<file path="config.mk">
export PLATFORM = sky130hd
export DESIGN_NAME = mem_port_arbiter
export DESIGN_NICKNAME = d
export VERILOG_FILES = /design/src/rtl/mem_port_arbiter.sv
export SDC_FILE = /design/constraint.sdc
export NUM_CORES = 1
export LEC_CHECK = 0
export BUFFER_PORTS_ARGS = -buffer_cell sky130_fd_sc_hd__buf_2
export CORE_MARGIN = 5
export CORE_UTILIZATION = 48
export DETAILED_ROUTE_END_ITERATION = 10
export GPL_TIMING_DRIVEN = 1
export PLACE_DENSITY_LB_ADDON = 0.12
export SLEW_MARGIN = 0
export SYNTH_ARGS = -nofsm -noshare
export SYNTH_HDL_FRONTEND = slang
export SYNTH_SLANG_ARGS = --single-unit
</file>
<file path="constraint.sdc">
create_clock -name clk -period 1.75 [get_ports clk]
set_input_delay 0.35 -clock clk [delete_from_list [all_inputs] [get_ports clk]]
set_output_delay 0.35 -clock clk [all_outputs]
set_load 0.02 [all_outputs]
</file>
<file path="src/rtl/mem_port_arbiter.sv">
// Two-port arbiter for a single memory port: arbitrates, registers the winning access,
// strobes the memory once and acks the owner, returning read data on the ack cycle.
module mem_port_arbiter #(
   parameter int unsigned ADDR_W = 8,
   parameter int unsigned DATA_W = 8,
   parameter int unsigned RD_LAT = 1,
   parameter int unsigned PRIO0  = 0
) (
   input  logic              clk,
   input  logic              reset,
   input  logic              req0,
   input  logic              we0,
   input  logic [ADDR_W-1:0] adr0,
   input  logic [DATA_W-1:0] wd0,
   output logic              gnt0,
   output logic              ack0,
   input  logic              req1,
   input  logic              we1,
   input  logic [ADDR_W-1:0] adr1,
   input  logic [DATA_W-1:0] wd1,
   output logic              gnt1,
   output logic              ack1,
   output logic [DATA_W-1:0] rdata,
   output logic              mem_en,
   output logic              mem_we,
   output logic [ADDR_W-1:0] mem_adr,
   output logic [DATA_W-1:0] mem_wd,
   input  logic [DATA_W-1:0] mem_rd
);

   typedef enum logic [1:0] {StIdle, StIssue, StWait} state_t;

   state_t              r_state;
   logic                r_gnt0;
   logic                r_gnt1;
   logic                r_ack0;
   logic                r_ack1;
   logic                r_rr;
   logic                r_mem_en;
   logic                r_mem_we;
   logic [ADDR_W-1:0]   r_mem_adr;
   logic [DATA_W-1:0]   r_mem_wd;
   logic [DATA_W-1:0]   r_rdata;
   logic [2:0]          r_cnt;

   logic                w_any;
   logic                w_pick1;
   logic                w_in_ack;
   logic                w_rd_ack;

   assign w_any    = req0 | req1;
   // On a tie, round-robin picks the port that did not win last time.
   assign w_pick1  = (PRIO0 != 0) ? (req1 & ~req0) : (req1 & (~req0 | ~r_rr));
   assign w_in_ack = r_ack0 | r_ack1;
   assign w_rd_ack = w_in_ack & ~r_mem_we;

   always_ff @(posedge clk or negedge reset) begin
      if (!reset) begin
         r_state   <= StIdle;
         r_gnt0    <= 1'b0;
         r_gnt1    <= 1'b0;
         r_ack0    <= 1'b0;
         r_ack1    <= 1'b0;
         r_rr      <= 1'b1;
         r_mem_en  <= 1'b0;
         r_mem_we  <= 1'b0;
         r_mem_adr <= '0;
         r_mem_wd  <= '0;
         r_rdata   <= '0;
         r_cnt     <= '0;
      end else begin
         case (r_state)
            StIdle: begin
               r_ack0   <= 1'b0;
               r_ack1   <= 1'b0;
               r_gnt0   <= 1'b0;
               r_gnt1   <= 1'b0;
               r_mem_en <= 1'b0;
               if (w_rd_ack) begin
                  r_rdata <= mem_rd;
               end
               // The ack cycle itself never arbitrates, so gnt drops for at least one cycle.
               if (!w_in_ack && w_any) begin
                  r_gnt0    <= ~w_pick1;
                  r_gnt1    <= w_pick1;
                  r_rr      <= w_pick1;
                  r_mem_we  <= w_pick1 ? we1  : we0;
                  r_mem_adr <= w_pick1 ? adr1 : adr0;
                  r_mem_wd  <= w_pick1 ? wd1  : wd0;
                  r_state   <= StIssue;
               end
            end
            StIssue: begin
               r_mem_en <= 1'b1;
               if (r_mem_we) begin
                  r_ack0  <= r_gnt0;
                  r_ack1  <= r_gnt1;
                  r_state <= StIdle;
               end else begin
                  r_cnt   <= 3'(RD_LAT);
                  r_state <= StWait;
               end
            end
            StWait: begin
               r_mem_en <= 1'b0;
               if (r_cnt == 3'd1) begin
                  r_ack0  <= r_gnt0;
                  r_ack1  <= r_gnt1;
                  r_state <= StIdle;
               end else begin
                  r_cnt <= r_cnt - 3'd1;
               end
            end
            default: r_state <= StIdle;
         endcase
      end
   end

   assign gnt0    = r_gnt0;
   assign gnt1    = r_gnt1;
   assign ack0    = r_ack0;
   assign ack1    = r_ack1;
   assign mem_en  = r_mem_en;
   assign mem_we  = r_mem_we;
   assign mem_adr = r_mem_adr;
   assign mem_wd  = r_mem_wd;
   // mem_rd is valid during the read ack cycle; the registered copy holds it afterwards.
   assign rdata   = w_rd_ack ? mem_rd : r_rdata;

endmodule
</file>
==> reports/qor.json <==
{
  "top_area_cell_type_share_of_the_netlist_area_pct": 47.0,
  "crit_fanout": 8,
  "clock-root-buffer": "clkbuf_8",
  "synthArstFlopShare_pct": 100,
  "vias_in_the_first_global_route": 1536,
  "final-hold-violation-count": 0,
  "die_area_mm2": 0.00523,
  "total_iterations_of_the_first_detailed_routing_run": 4,
  "dr_total_vias": 1493,
  "final.period_utilization_pct": 96.6,
  "routedWlPerCell_um": 13.0,
  "setup.worst_path.start": "ack1",
  "detailedRoute.firstIterationViolations": 59,
  "netlist_instances": 182,
  "worstReg2RegEnd": "ack0",
  "initial_core_utilization_pct": 50.1,
  "setup_viol_count_final": 0,
  "slew_violations": 0,
  "synth_common_cells": "nand2_1 (48), dfrtp_1 (35), o21ai_0 (21)",
  "placement_row_count": 22,
  "yosysSeqAreaShare_pct": 48.4,
  "post_drt_via_cell_ratio": 4.75,
  "leading_cell_types_by_total_area_after_synthesis": "dfrtp_1 (47%), nand2_1 (9.7%), mux2i_1 (9.1%)",
  "global_route.usage.total_pct": 16.9,
  "antenna_found_initial": 0,
  "synth-seq-cells": 36,
  "core-area_mm2": 0.00372,
  "synthesis.area_mm2": 0.00186,
  "timing.slew.headroom_pct": 70.6,
  "cp_data_arrival_time_ps": 1340,
  "numClockSinks": 36,
  "crit_path_end": "rdata[1]",
  "ios": 76,
  "regArea_um2": 902,
  "worstRegToRegCells": 6,
  "dieWidth_um": 72.3,
  "setup.worst_path.start_class": "flip-flop",
  "fraction_of_final_layout_cells_with_drive_strength_greater_than_1_pct": 42.1,
  "synth-warning-count": 0,
  "synth-edff-count": 0,
  "tritoncts": "done",
  "worstSetupEndpointType": "primary output",
  "irDropWorstVdd_uv": 790,
  "post-route-util_pct": 67.1,
  "cts_htree_levels": 2,
  "cts_made_buffers": 5,
  "grt_first_pass_wirelength_um": 6800,
  "multi_input_comb_area_um2": 902,
  "tns_ps": 0,
  "power.leakage_uw": 0.00132,
  "post-synth-top-count-cell": "nand2_1",
  "synth_fp_nets": 238,
  "timing_worst_slew_pin_value_ps": 441,
  "crit_required_ps": 1400,
  "power-per-cell-area_mw_per_mm2": 1810,
  "number_of_port_buffers": 75,
  "die_y_um": 72.3,
  "max_capacitance_violation_total": 0,
  "post_route_drc_violation_count": 0,
  "antenna_cells_inserted": 0,
  "layout.filler_cells": 321,
  "gp_congestion": 0.769,
  "time_the_worst_path_needs_with_i_o_delays_and_setup_ps": 1690,
  "clk_lat_worst_skew_ps": 290,
  "final_stage_net_count": 321,
  "average_instance_area_after_synthesis_um2": 10.2,
  "ant_nets": 0,
  "run_status": "completed",
  "hold_path_class": "in2reg",
  "critical_path.reg2reg.startpoint": "r_state[1]",
  "maxClockFrequency_ghz": 0.592,
  "worst_clock_skew_ps": 8.60,
  "path_clk_slew_ps": 80,
  "routed_wl_um": 4070,
  "rsz0062_at_grt": "yes",
  "gr-total-overflow": 0,
  "cts_max_path_buffers": 2,
  "yosys.cell_types.count": 33,
  "postSynth.topFlopCell": "dfrtp_1",
  "syn_to_final_growth_pct": 33.9,
  "crit_type": "reg2out",
  "yosys.area.top_type": "dfrtp_1",
  "post_detail_place_hpwl_um": 3160,
  "grt_max_degree": 38,
  "timing.reg2reg.setup_slack_ps": 170
}
==> cells by family after synthesis <==
family,after synthesis,synth area share (%)
adders and majority gates,10,6.72
AOI/OAI and AO/OA,31,10.1
buffers and inverters,15,3.83
DFF,36,48.4
muxes,27,15.6
and+or+nand+nor,63,15.4
==> sequential cells by signal, summed over array words and instances (netlist names) <==
signal	flops
mem_adr	8
mem_wd	8
r_rdata	8
r_cnt	3
r_state	2
ack0	1
ack1	1
gnt0	1
gnt1	1
mem_en	1
mem_we	1
r_rr	1
==> layout by cell type (no fill, tap or decap), types with 2 or more instances in the layout <==
cell type	netlist	layout
buf_2	3	67
nand2_1	48	45
dfrtp_1	35	35
o21ai_0	21	21
mux2i_1	17	17
inv_1	9	9
ha_1	10	9
mux2_2	8	8
buf_4	0	7
buf_6	0	6
clkbuf_8	0	5
nand2_2	1	4
nand3_1	3	3
nor2_4	2	2
o31ai_1	2	2
mux2_4	2	2
==> power by group <==
part / internal, uW / switching [uW] / total (uW)
Clock: 421 / 299 / 720
Combinational: 998 / 1330 / 2330
Sequential: 1220 / 236 / 1450
==> how the worst min path moves through the flow <==
stage / start / depth (start not counted) / end / slack (ps)
after floorplan: reset / 0 / ack0 / 50
after global placement: reset / 1 / r_cnt[0] / 310
after detailed placement: reset / 1 / r_cnt[0] / 320
after CTS: mem_rd[6] / 2 / r_rdata[6] / 300
after global routing: mem_rd[6] / 2 / r_rdata[6] / 300
final: mem_rd[3] / 2 / r_rdata[3] / 310
==> layout make-up <==
| cell class | instances | area share, % |
|---|---|---|
| clock buffers | 5 | 2.76 |
| clock inverters | 3 | 1.71 |
| inverters | 9 | 1.35 |
| multi-input cells | 131 | 36.2 |
| flip-flops and latches | 36 | 36.2 |
| well taps | 48 | 2.41 |
| repair buffers | 82 | 19.5 |
==> critical path: stages (launching register included) <==
cell     delay (ps)
dfrtp_1         410
nor2_4           70
or2_4           290
nand2_1          80
nand2_1          70
buf_6           130
==> stage by stage <==
stage          cell area [um^2]  hold slack (ps)  setup slack [ps]  total power (uW)  std cells
3_5_place_dp               2300              315               126              3630        303
5_1_grt                    2490              296             -19.3              4870        314
3_3_place_gp               2300              312               171              3560        303
2_1_floorplan              1860             54.4               158              2910        182
6_report                   2490              306              59.7              4510        314
4_1_cts                    2440              297              51.4              4390        314
==> metal layers <==
layer | vias to the layer above | wire (um) | global-route usage [%]
met4 | 0 | 71 | 7.31
li1 | 779 | - | -
met3 | 7 | 297 | 5.12
met5 | - | 0 | 0
met1 | 664 | 1650 | 19.4
met2 | 43 | 2060 | 29.1
==> repair_timing <==
| action | CTS | global route |
|---|---|---|
| hold buffers | 1 | 0 |
| gates resized for setup | 1 | 18 |
| pin swaps | 1 | 5 |
| gates cloned | 0 | 0 |
| endpoints found under the setup margin | 8 | 14 |
| endpoints found under the hold margin | 9 | 0 |
| setup buffers | 2 | 0 |
Power figures use the tool's default switching activity.
